## config.mk

```make
export PLATFORM = sky130hd
export DESIGN_NAME = cla_byte_sequencer
export DESIGN_NICKNAME = d
export VERILOG_FILES = /design/src/rtl/cla_byte_sequencer.sv
export SDC_FILE = /design/constraint.sdc
export NUM_CORES = 1
export LEC_CHECK = 0
export CAP_MARGIN = 20
export CORE_MARGIN = 10
export CORE_UTILIZATION = 47
export CTS_CLUSTER_DIAMETER = 80
export DETAILED_ROUTE_END_ITERATION = 8
export PLACE_DENSITY_LB_ADDON = 0.15
export SETUP_SLACK_MARGIN = 0.4
export SYNTH_ARGS = -nofsm -noshare
export SYNTH_HDL_FRONTEND = slang
export SYNTH_SLANG_ARGS = --single-unit
```

## constraint.sdc

```tcl
create_clock -name clk -period 1.63 [get_ports clk]
set_input_delay 0.163 -clock clk [delete_from_list [all_inputs] [get_ports clk]]
set_output_delay 0.163 -clock clk [all_outputs]
set_load 0.01 [all_outputs]
```

## src/rtl/cla_byte_sequencer.sv

```systemverilog
// cla_byte_sequencer: multi-cycle WIDTH-bit add/subtract built on one external
// 8-bit adder slice. One byte is processed per cycle, LSB first. The carry is
// chained through a register between cycles. Carry, signed-overflow and zero
// flags are produced alongside the result.
module cla_byte_sequencer #(
    parameter  int WIDTH  = 24,
    localparam int SLICES = WIDTH / 8
) (
    input  logic             clk,
    input  logic             rst,
    input  logic             start_valid,
    output logic             start_ready,
    input  logic             op_sub,
    input  logic [WIDTH-1:0] a_in,
    input  logic [WIDTH-1:0] b_in,
    output logic [7:0]       adder_a,
    output logic [7:0]       adder_b,
    output logic             adder_cin,
    input  logic [7:0]       adder_s,
    input  logic             adder_cout,
    output logic             res_valid,
    input  logic             res_ready,
    output logic [WIDTH-1:0] result,
    output logic             carry_out,
    output logic             overflow,
    output logic             zero
);

    localparam int IDX_W = (SLICES > 1) ? $clog2(SLICES) : 1;
    localparam logic [IDX_W-1:0] LAST_IDX = IDX_W'(SLICES - 1);
    // Bytes below the top one; they are already written when the top byte lands.
    localparam logic [WIDTH-1:0] LOW_MASK = (WIDTH'(1) << (WIDTH - 8)) - WIDTH'(1);

    generate
        if ((WIDTH % 8) != 0 || WIDTH < 8) begin : g_bad_width
            $error("cla_byte_sequencer: WIDTH must be a multiple of 8 and at least 8");
        end
    endgenerate

    typedef enum logic [1:0] {
        S_IDLE = 2'd0,
        S_RUN  = 2'd1,
        S_DONE = 2'd2
    } state_t;

    state_t             r_state;
    state_t             w_state_next;
    logic [IDX_W-1:0]   r_idx;
    logic [WIDTH-1:0]   r_op_a;
    logic [WIDTH-1:0]   r_op_b;
    logic               r_carry;
    logic               r_sign_a;
    logic               r_sign_b;
    logic [WIDTH-1:0]   r_result;
    logic               r_carry_out;
    logic               r_overflow;
    logic               r_zero;
    logic [WIDTH-1:0]   w_b_eff;
    logic               w_last;

    // Subtraction is a + ~b + 1; the +1 enters as the initial carry.
    assign w_b_eff = op_sub ? ~b_in : b_in;
    assign w_last  = (r_idx == LAST_IDX);

    assign result    = r_result;
    assign carry_out = r_carry_out;
    assign overflow  = r_overflow;
    assign zero      = r_zero;

    // State register.
    always_ff @(posedge clk) begin
        if (rst) begin
            r_state <= S_IDLE;
        end else begin
            r_state <= w_state_next;
        end
    end

    // Next-state logic, handshake outputs and adder-slice drive.
    always_comb begin
        w_state_next = r_state;
        start_ready  = 1'b0;
        res_valid    = 1'b0;
        adder_a      = 8'h00;
        adder_b      = 8'h00;
        adder_cin    = 1'b0;
        case (r_state)
            S_IDLE: begin
                start_ready = 1'b1;
                if (start_valid) begin
                    w_state_next = S_RUN;
                end
            end
            S_RUN: begin
                adder_a   = r_op_a[{r_idx, 3'b000} +: 8];
                adder_b   = r_op_b[{r_idx, 3'b000} +: 8];
                adder_cin = r_carry;
                if (w_last) begin
                    w_state_next = S_DONE;
                end
            end
            S_DONE: begin
                res_valid = 1'b1;
                if (res_ready) begin
                    w_state_next = S_IDLE;
                end
            end
            default: begin
                w_state_next = S_IDLE;
            end
        endcase
    end

    // Operand capture, byte index, carry chain and final flags.
    always_ff @(posedge clk) begin
        if (rst) begin
            r_idx       <= '0;
            r_op_a      <= '0;
            r_op_b      <= '0;
            r_carry     <= 1'b0;
            r_sign_a    <= 1'b0;
            r_sign_b    <= 1'b0;
            r_carry_out <= 1'b0;
            r_overflow  <= 1'b0;
            r_zero      <= 1'b0;
        end else begin
            case (r_state)
                S_IDLE: begin
                    if (start_valid) begin
                        r_op_a   <= a_in;
                        r_op_b   <= w_b_eff;
                        r_carry  <= op_sub;
                        r_idx    <= '0;
                        r_sign_a <= a_in[WIDTH-1];
                        r_sign_b <= w_b_eff[WIDTH-1];
                    end
                end
                S_RUN: begin
                    r_carry <= adder_cout;
                    if (w_last) begin
                        r_idx       <= '0;
                        r_carry_out <= adder_cout;
                        r_overflow  <= (r_sign_a == r_sign_b) && (adder_s[7] != r_sign_a);
                        r_zero      <= ((r_result & LOW_MASK) == '0) && (adder_s == 8'h00);
                    end else begin
                        r_idx <= r_idx + 1'b1;
                    end
                end
                default: begin
                end
            endcase
        end
    end

    // One register byte per slice; each byte loads the adder sum on its own pass.
    genvar gi;
    generate
        for (gi = 0; gi < SLICES; gi++) begin : g_res_byte
            always_ff @(posedge clk) begin
                if (rst) begin
                    r_result[8*gi +: 8] <= 8'h00;
                end else if (r_state == S_RUN && r_idx == IDX_W'(gi)) begin
                    r_result[8*gi +: 8] <= adder_s;
                end
            end
        end
    endgenerate

endmodule

```

* Yosys cells after proc, flatten, opt, wreduce, memory -nomap -nowiden
Index checks and enable logic that the tools add are counted.
** Word-level totals
- Bits in registers :: 82
- Output and inout bits :: 46
** Cells by class
- $add $sub $neg :: 1
- Equal/unequal tests :: 9
- Shift operators :: 2
- Mux-type cells :: 15
- Bitwise gates (word level) :: 1
- Reduce and logical (&&, ||, !) cells :: 14
** Operators with widths (number)
- 24-bit by 6-bit indexed part select with 8-bit output :: 2
- 24-bit logical NOT :: 1
- 24-bit two-way mux :: 1
- 24-bit inverter :: 1
- 8-bit two-way mux :: 2
- 2-bit two-way mux :: 5
- 8-bit logical NOT :: 1
- 2-bit != test (second input constant) :: 3
- 2-bit one-hot mux with 3 select lines :: 1
- 2-bit AND reduction :: 3
- 1-bit logical AND :: 5
- 2-bit by 1-bit equality test with 1-bit output (second input constant) :: 2
- 2-bit equality test (second input constant) :: 2
- 2-bit logical NOT :: 2
- 1-bit two-way mux :: 4
- 2-bit one-hot mux with 2 select lines :: 1
- 3-bit AND reduction :: 1
- 2-bit by 1-bit adder with 2-bit output (second input constant) :: 1
- 1-bit one-hot mux with 2 select lines :: 1
- 2-bit nonzero test :: 1
- 1-bit equality test :: 1
- 1-bit != test :: 1

* Depth between registers and ports, before layout
Gate-level depths: netlist of run 1.
- Word-level depth :: 3
- Gate-level depth with buffers :: 6
- Mapped depth without buffers :: 3

* Worst setup path before layout of run 1
OpenSTA, ideal clock, no wires.
- Path type :: reg2out
- Start point :: reg r_state[0]
- End point :: out adder_a[0]
- Arrival :: 1.254 ns
- Setup slack :: 0.213 ns
- Stages on the path, launching flop included :: 6
- Buffers on the path :: 3
- Cells stage by stage :: dfxtp_1 clkbuf_4 or2b_2 clkbuf_8 clkbuf_8 nor2_1
** On the way
- Word-level cells in the longest chain between the ends :: 2
** Ends and longest elaborated chain
- start, declared :: RTL line 46 : state_t r_state;
- start signal, assigned :: RTL line 75 : r_state <= w_state_next;
- 2-bit by 1-bit equality test with 1-bit output :: RTL line 87 : case (r_state)
- 8-bit two-way mux :: RTL line 87
- end, declared :: RTL line 16 : output logic [7:0] adder_a,
Every way passes these cells.

* Worst setup path after layout of run 1
- Start point :: reg r_idx[0]
- End point :: out adder_b[6]
** On the way
- Word-level cells in the longest chain between the ends :: 2
** Ends and longest elaborated chain
- start, declared :: RTL line 48 : logic [IDX_W-1:0] r_idx;
- start signal, assigned :: RTL line 146 : r_idx <= r_idx + 1'b1;
- 24-bit by 6-bit indexed part select with 8-bit output :: RTL line 96 : adder_b = r_op_b[{r_idx, 3'b000} +: 8];
- 8-bit two-way mux :: RTL line 87
- end, declared :: RTL line 17 : output logic [7:0] adder_b,
Every way passes these cells.

==> impl_metrics.yaml, run 1 <==
timing:
  worstMarginPinSlew_ps: 483
  min_period_over_period_pct: 111
  period_needed_ps: 1810
  slew_viol_final: 0
  skew_ps: 13.2
  setup_slack_ps: -179
  setup_violations: 35
  max_freq_mhz: 553
  tns_ps: -1790
  grt_setup_unrepaired: "true"
  finalHoldViolations: 0
  max_slew_margin_pct: 67.8
grt:
  grt.total_usage_pct: 24.2
  grt_pass1_vias: 4085
  use_met2_pct: 40.7
  grt_max_degree: 46
  use_met1_pct: 27.9
  antenna_found_initial: 0
  grt.busiest_layer: "met2"
  grt_first_pass_wirelength_mm: 22.2
  globalRouteOverflowTotal: 0
  met3_usage_pct: 5.77
synthesis:
  yosysUniqueCellTypes: 37
  ys_seq_area_share_pct: 43.8
  ys_ff_latch: 80
  synth_warnings: 0
  synth.top_cells.by_count: "nand2_1 (89), dfxtp_1 (80), nor2_1 (53)"
  netlist.area_leader.share_pct: 43.8
  async_reset_ff_share_pct: 0
  syn-num-nets: 486
  synthCells: 424
  synth_most_common_cell: "nand2_1"
  synth_area_um2: 3660
  synth.avg_cell_area_um2: 8.63
  synth_area_leaders: "dfxtp_1 (44%), nand2_1 (9.1%), mux2i_1 (6.6%), a21oi_1 (5.9%), xnor2_1 (5.7%)"
  synth-edff-count: 0
  ys.flop_type: "dfxtp_1"
  synth_top_cell_by_area: "dfxtp_1"
hold_path:
  hp-start: "rst"
  hold_path_class: "in2reg"
worst_setup_path:
  endpoint_kind: "output port"
  slowest_delay_ps: 420
  reg2reg_from: "r_idx[0]$_SDFFE_PP0P_"
  r2r_cells: 7
  crit_path_top_delay_cell: "dfxtp_4"
  path_class: "reg2out"
  crit_required_ps: 1470
  worstSetupStartpointType: "flip-flop"
  path_cells: "buf_12 > mux2i_1 > a2bb2oi_2 > nor2_4 > buf_6"
  cp-endpoint: "adder_b[6]"
  r2r_slack_ps: -60
  reg2reg_to: "result[9]$_SDFFE_PP0P_"
  crit_fanout: 7
  crit_arrival_ps: 1650
  cp-startpoint: "r_idx[0]$_SDFFE_PP0P_"
flow_run:
  cap_violations: 0
layout:
  layout.nets: 644
  drive_above_1_share_pct: 47.8
  syn_to_final_growth_pct: 84.0
  post-route-util_pct: 88.0
place:
  io_buffers: 107
  gp_congestion: 0.829
  dp_hpwl_mm: 7.32
clock_network:
  clockRootBuffer: "clkbuf_8"
  cts_buffers: 9
  cts_tree: "yes"
  cts_max_path_buffers: 2
  numClockSinks: 80
  clkTransAtPathRegs_ps: 90
  htree_levels: 3
  clkLatencyLatePin_ps: 370
  hold_buffers: 0
run_status:
  outcome: "finished, violations left"
  violations: "setup timing"
floorplan:
  die_w_um: 108
  rows: 32
  dieArea_um2: 11700
  core_um2: 7650
  die_height_um: 108
  io_pins: 108
  start_util_pct: 47.8
pwr:
  static-leakage-power_nw: 2.67
  powerDensity_nw_per_um2: 781
  total_power_mw: 5.25
  ir_drop_mv: 0.539
route:
  first_pass_iters: 4
  wl_mm: 16.5
  wire_per_inst_um: 23.9
  drc: 0
  vias_per_cell: 6.00
  ant_nets: 0
  drt_iter0_markers: 266
  vias: 4131
## placed cells by master, fill, tap and decap left out, types with 3 or more instances in the layout
master,count
a211oi_2,23
a21oi_1,8
a21oi_2,36
a2bb2oi_2,6
and4bb_4,4
buf_12,10
buf_16,12
buf_2,7
buf_4,22
buf_6,37
buf_8,4
clkbuf_8,9
clkdlybuf4s50_1,60
dfxtp_1,75
dfxtp_2,4
dlygate4sd2_1,24
mux2i_1,19
mux2i_2,3
nand2_1,32
nand2_2,17
nand2_4,40
nor2_1,35
nor2_2,6
nor2_4,12
nor4_1,5
o22a_1,7
xnor2_1,24
## metrics by stage
| stage | instance area [µm²] | hold slack, ps | std cells | worst slack (ps) |
|---|---|---|---|---|
| 2_1_floorplan | 3810 | 299 | 424 | 325 |
| 3_3_place_gp | 4920 | 444 | 615 | -127 |
| 3_5_place_dp | 4920 | 447 | 615 | -175 |
| 4_1_cts | 6340 | 187 | 676 | -71.3 |
| 5_1_grt | 6730 | 256 | 688 | -206 |
| 6_report | 6730 | 236 | 689 | -179 |
## registers in the layout (all words and copies together) (netlist names)
name / flops
carry_out: 1
overflow: 1
r_carry: 1
r_idx: 2
r_op_a: 24
r_op_b: 24
r_state: 2
result: 24
zero: 1
## area by class of cell
| cell class | instances | area (µm²) |
|---|---|---|
| clock buffer | 10 | 128 |
| timing repair buffer | 181 | 2100 |
| sequential | 80 | 1610 |
| antenna | 1 | 2.50 |
| clock inverter | 5 | 58.8 |
| fill | 337 | 918 |
| multi-input combinational | 310 | 2710 |
| tap | 102 | 128 |
## where the power goes
group	switching, mW	leakage (nW)	internal (mW)
logic	0.720	1.92	0.819
registers	0.133	0.658	2.07
clock network	0.807	0.0884	0.701
total	1.66	2.67	3.59
## repair_timing
| action | 4_1_cts | 5_1_grt |
|---|---|---|
| pin swaps | 97 | 54 |
| gates cloned | 17 | 1 |
| buffers inserted | 29 | 11 |
| endpoints found under the setup margin | 126 | 101 |
| resized for setup | 293 | 80 |
## worst min path at each step
stage / endpoint / slack (ps) / cells past startpoint
5_1_grt: result[22]$_SDFFE_PP0P_ / 260 / 2
3_5_place_dp: result[19]$_SDFFE_PP0P_ / 450 / 2
6_report: result[12]$_SDFFE_PP0P_ / 240 / 2
3_3_place_gp: result[17]$_SDFFE_PP0P_ / 440 / 2
4_1_cts: result[14]$_SDFFE_PP0P_ / 190 / 2
2_1_floorplan: r_op_a[0]$_SDFFE_PP0P_ / 300 / 2
## cell families (layout without fill, tap and decap cells)
logic type / Yosys count / count (layout) / synth area share (%)
DFF: 80 / 80 / 43.8
xor gates and xnor gates: 24 / 24 / 5.75
and+or+nand+nor: 169 / 173 / 20.7
muxes: 24 / 24 / 6.57
AOI/OAI and AO/OA: 89 / 89 / 16.2
buffers and inverters: 38 / 196 / 6.98
other: 0 / 1 / 0
## routing by layer
layer,share of wire [%],wire length [µm]
met1,37,6150
met4,5.2,861
met2,50,8230
met5,0,0
met3,7.6,1250
## worst max-delay path: cells and delay by family, from the launching register on
| family | cells | cell delay [ps] |
|---|---|---|
| buffers and inverters | 2 | 280 |
| muxes | 1 | 300 |
| DFF | 1 | 420 |
| and+or+nand+nor | 1 | 40 |
| AOI/OAI and AO/OA | 1 | 230 |
Power figures use the tool's default switching activity.
==> run 2, diff against run 1 <==
==> constraint.sdc (replaced) <==
create_clock -name clk -period 1.8 [get_ports clk]
set_input_delay 0.18 -clock clk [delete_from_list [all_inputs] [get_ports clk]]
set_output_delay 0.18 -clock clk [all_outputs]
set_load 0.01 [all_outputs]
==> run 2 against run 1 <==
- clock skew shrank 3.7 ps
- critical path depth increased by 1
- sequential share of layout area increased by 2.4 points
- count of clock-buffer cells in the layout is the same
- the flow still finishes with violations (setup timing)
- sequential power shrank 11%
- power decreased by 9.7%
- setup slack improved by 150 ps
- utilization decreased by 8.0 points
- worst hold slack lost 25 ps
==> impl_metrics.yaml, run 2 (synthesis gave the netlist of run 1 again) <==
run_status:
  outcome: "finished, violations left"
  violations: "setup timing"
worst_setup_path:
  crit_fanout: 4
  endpoint_kind: "output port"
  crit_arrival_ps: 1640
  worstSetupStartpointType: "flip-flop"
  path_class: "reg2out"
  crit_required_ps: 1620
layout:
  fill_cells: 466
  layout.nets: 616
  multi_input_area_um2: 2400
  final_common_cell: "dfxtp_1"
  final_cell_mix: "dfxtp_1 (77), clkdlybuf4s50_1 (60), nor2_1 (53)"
  fin_cells: 661
  ff_latch_area_um2: 1610
  drive_above_1_share_pct: 36.9
  syn_to_final_growth_pct: 67.2
  diodes: 0
timing:
  skew_ps: 9.42
  setup_slack_ps: -24.6
  setup_violations: 1
  max_slew_margin_pct: 57.2
  period_needed_ps: 1820
  tns_ps: -24.6
  finalHoldViolations: 0
  max_freq_mhz: 548
  slew_viol_final: 0
  grt_setup_unrepaired: "true"
  min_period_over_period_pct: 101
  worstMarginPinSlew_ps: 641
clock_network:
  clockRootBuffer: "clkbuf_8"
  clkTransAtPathRegs_ps: 80
  cts_tree: "yes"
  numClockSinks: 80
  cts_max_path_buffers: 2
  clkLatencyLatePin_ps: 350
  htree_levels: 3
  hold_buffers: 0
  cts_buffers: 9
place:
  io_buffers: 107
  dp.cells: 610
  gp_congestion: 0.809
  dp_hpwl_mm: 7.00
grt:
  grt.total_usage_pct: 18.0
  antenna_found_initial: 0
  globalRouteOverflowTotal: 0
  grt_first_pass_wirelength_mm: 17.0
  grt_pass1_vias: 3406
  grt_max_degree: 46
floorplan:
  dieArea_um2: 11700
  start_util_pct: 47.8
  rows: 32
  die_w_um: 108
  core_um2: 7650
  die_height_um: 108
  io_pins: 108
route:
  vias_per_cell: 5.47
  wire_per_inst_um: 19.5
  drc: 0
  vias: 3615
  wl_mm: 12.9
  drt_iter0_markers: 163
  first_pass_iters: 4
  ant_nets: 0
pwr:
  ir_drop_mv: 0.441
  powerDensity_nw_per_um2: 776
  static-leakage-power_nw: 2.44
hold_path:
  hold_path_class: "in2reg"
flow_run:
  cap_violations: 0
[run 2: metrics by stage]
stage / area [µm²] / setup slack (ps) / total power, mW / utilization (%) / hold slack, ps
floorplan: 3660 / 366 / 2.42 / - / 316
global placement: 4760 / 55.4 / 2.70 / 62.3 / 444
detailed placement: 4760 / 10.7 / 2.72 / 62.3 / 446
CTS: 5230 / 54.3 / 4.44 / 68.4 / 171
global route: 6110 / -86.8 / 4.91 / 80.0 / 222
finish: 6110 / -24.6 / 4.74 / 80.0 / 211
[run 2: worst paths after layout]
| path | start | end | slack [ps] | cells after the start |
|---|---|---|---|---|
| worst max-delay path | r_idx[0]$_SDFFE_PP0P_ | adder_b[1] | -20 | 6 |
| worst min-delay path | rst | result[15]$_SDFFE_PP0P_ | 210 | 2 |
| worst max register to register | r_idx[0]$_SDFFE_PP0P_ | overflow$_SDFFE_PP0P_ | 40 | 8 |
| worst min register to register | result[20]$_SDFFE_PP0P_ | result[20]$_SDFFE_PP0P_ | 460 | 2 |
[run 2: layout make-up]
cell class,instances,area share (%)
repair buffers,156,28.3
multi-input cells,307,39.2
clock buffers,10,2.25
clock inverters,6,1.88
well taps,102,2.09
flip-flops and latches,80,26.3
[run 2: where the power goes]
part / switching (mW) / leakage, nW / internal (mW)
logic: 0.524 / 1.66 / 0.614
registers: 0.0923 / 0.657 / 1.88
clock network: 0.671 / 0.123 / 0.966
total: 1.29 / 2.44 / 3.46
[run 2: worst max-delay path: stages (launching register included)]
cell       delay (ps)
dfxtp_4           400
buf_6             120
buf_16            110
mux2i_2           260
a2bb2oi_2         200
nor2_1             60
buf_2             150
[run 2: routing by layer]
layer	GRT usage, %	wire, µm
met5	0	0
met1	21.9	5280
met3	5.00	822
met2	29.4	6540
met4	6.77	235
[run 2: timing repair]
item,4_1_cts,5_1_grt
gates resized for setup,122,163
gates cloned,6,7
setup buffers,10,12
pin swaps,5,74
endpoints found under the setup margin,101,99
==> run 3, diff against run 2 <==
--- a/config.mk
+++ b/config.mk
@@ -10,7 +10,7 @@
 export CORE_UTILIZATION = 47
 export CTS_CLUSTER_DIAMETER = 80
 export DETAILED_ROUTE_END_ITERATION = 8
-export PLACE_DENSITY_LB_ADDON = 0.15
+export PLACE_DENSITY = 0.81
 export SETUP_SLACK_MARGIN = 0.4
 export SYNTH_ARGS = -nofsm -noshare
 export SYNTH_HDL_FRONTEND = slang
==> run 3 against run 2 <==
- clock skew rose by 9.3 ps
- the run still ends with setup timing left
- power fell by 5.7%
- sequential share of layout area rose by 1.3 points
- sequential power barely moved
- die area did not move
- worst hold slack improved by 160 ps
- utilization fell by 3.6 points
- largest cell class unchanged
==> impl_metrics.yaml, run 3 (synthesis gave the netlist of run 1 again) <==
route:
  vias: 3752
  highest_layer: "met4"
  wire_per_inst_um: 21.3
  drt_iter0_markers: 222
  wl_mm: 14.0
  wl_met1_mm: 5.34
  vias_per_cell: 5.73
  wl_met2_mm: 7.29
  ant_nets: 0
  met3_length_um: 769
  drc: 0
  first_pass_iters: 4
worst_setup_path:
  path_class: "reg2out"
  r2r_slack_ps: 70
  r2r_cells: 7
  reg2reg_from: "r_state[0]$_SDFFE_PP0P_"
  crit_fanout: 6
  crit_required_ps: 1620
  endpoint_kind: "output port"
  reg2reg_to: "r_state[0]$_SDFFE_PP0P_"
  crit_arrival_ps: 1680
  worstSetupStartpointType: "flip-flop"
hold_path:
  hold_path_depth: 3
  hold_path_class: "in2reg"
  min_to: "r_op_a[8]$_SDFFE_PP0P_"
  hp-start: "a_in[8]"
grt:
  grt_pass1_vias: 3412
  grt.total_usage_pct: 18.2
  globalRouteOverflowTotal: 0
  grt_first_pass_wirelength_mm: 17.4
  grt_max_degree: 49
  antenna_found_initial: 0
timing:
  max_freq_mhz: 538
  period_needed_ps: 1860
  skew_ps: 18.7
  worstMarginPinSlew_ps: 775
  max_slew_margin_pct: 48.3
  setup_violations: 2
  finalHoldViolations: 0
  grt_setup_unrepaired: "true"
  tns_ps: -90.3
  setup_slack_ps: -59.9
  slew_viol_final: 0
  min_period_over_period_pct: 103
pwr:
  power_switching_share_pct: 29.9
  combPwrFrac_pct: 24.1
  ir_drop_mv: 0.410
  static-leakage-power_nw: 2.22
  clkPwrFrac_pct: 31.5
  powerDensity_nw_per_um2: 766
  power.switching_mw: 1.34
  p_int_mw: 3.14
  seqPwrFrac_pct: 44.4
flow_run:
  cap_violations: 0
clock_network:
  clockRootBuffer: "clkbuf_8"
  clkLatencyLatePin_ps: 360
  cts_tree: "yes"
  numClockSinks: 80
  cts_buffers: 9
  cts_max_path_buffers: 2
  htree_levels: 3
  clkTransAtPathRegs_ps: 90
layout:
  final_cell_mix: "dfxtp_1 (76), nand2_1 (69), clkdlybuf4s50_1 (60)"
  diodes: 0
  final_common_cell: "dfxtp_1"
  layout.nets: 610
  drive_above_1_share_pct: 32.4
  syn_to_final_growth_pct: 59.6
place:
  preCtsSetupSlack_ps: 64.2
  io_buffers: 107
  dp_hpwl_mm: 7.26
  gp_congestion: 0.891
run_status:
  violations: "setup timing"
  outcome: "finished, violations left"
floorplan:
  die_w_um: 108
  dieArea_um2: 11700
  core_um2: 7650
  io_pins: 108
  start_util_pct: 47.8
  die_height_um: 108
  rows: 32
[run 3: cell types whose count changed in the layout (fill, tap and decap cells not counted), moves of 3 or more]
cell / delta
clkbuf_16: -3
nor2_2: +6
nand2_4: -27
nand2_1: +23
a21oi_1: +17
nor2_1: -20
a21oi_2: -17
buf_4: -7
nor2_4: +14
nand2_2: +4
[run 3: how the worst max path moves through the flow]
stage,startpoint,end,cells past startpoint
final,r_idx[0]$_SDFFE_PP0P_,adder_b[4],5
after global routing,r_idx[0]$_SDFFE_PP0P_,adder_b[4],5
after CTS,r_idx[0]$_SDFFE_PP0P_,adder_a[2],6
after detailed placement,r_idx[0]$_SDFFE_PP0P_,adder_b[2],5
after global placement,r_idx[0]$_SDFFE_PP0P_,adder_b[2],5
after floorplan,r_state[0]$_SDFFE_PP0P_,adder_a[0],5
[run 3: repair_timing]
item	CTS	global route
hold buffers	0	0
cloned	9	6
resized for setup	117	132
buffers inserted	5	10
pin swaps	12	61
setup endpoints to repair	88	99
[run 3: layer usage]
metal | track usage [%] | up-vias
met2 | 32.2 | 181
li1 | - | 1708
met4 | 5.82 | 0
met5 | 0 | -
met1 | 21.5 | 1810
met3 | 3.69 | 53
[run 3: cell type report]
class                   count  area (µm²)
clock inverters             6        68.8
clock buffers              10         138
repair buffers            148        1600
well taps                 102         128
multi-input cells         309        2290
fillers                   475        1810
flip-flops and latches     80        1610
[run 3: worst max-delay path, stage by stage, from the launching register on]
cell,delay [ps]
dfxtp_4,420
buf_12,150
mux2i_1,290
a2bb2oi_1,230
nor2_1,90
buf_2,150
[run 3: power groups by stage]
stage          Clock [mW]  Combinational, mW  Sequential (mW)
2_1_floorplan           0              0.449             1.97
3_3_place_gp            0              0.722             1.98
3_5_place_dp            0              0.741             1.98
4_1_cts              1.37              0.839             1.94
5_1_grt              1.48               1.14             1.99
6_report             1.41               1.08             1.99
[run 3: stage by stage]
stage / instance area (µm²) / hold slack [ps] / utilization (%) / instances / power [mW]
after floorplan: 3660 / 316 / - / 424 / 2.42
after global placement: 4760 / 442 / 62.2 / 609 / 2.70
after detailed placement: 4760 / 447 / 62.2 / 609 / 2.72
after CTS: 5170 / 362 / 67.6 / 639 / 4.15
after global routing: 5840 / 388 / 76.3 / 655 / 4.61
final: 5840 / 371 / 76.3 / 655 / 4.47
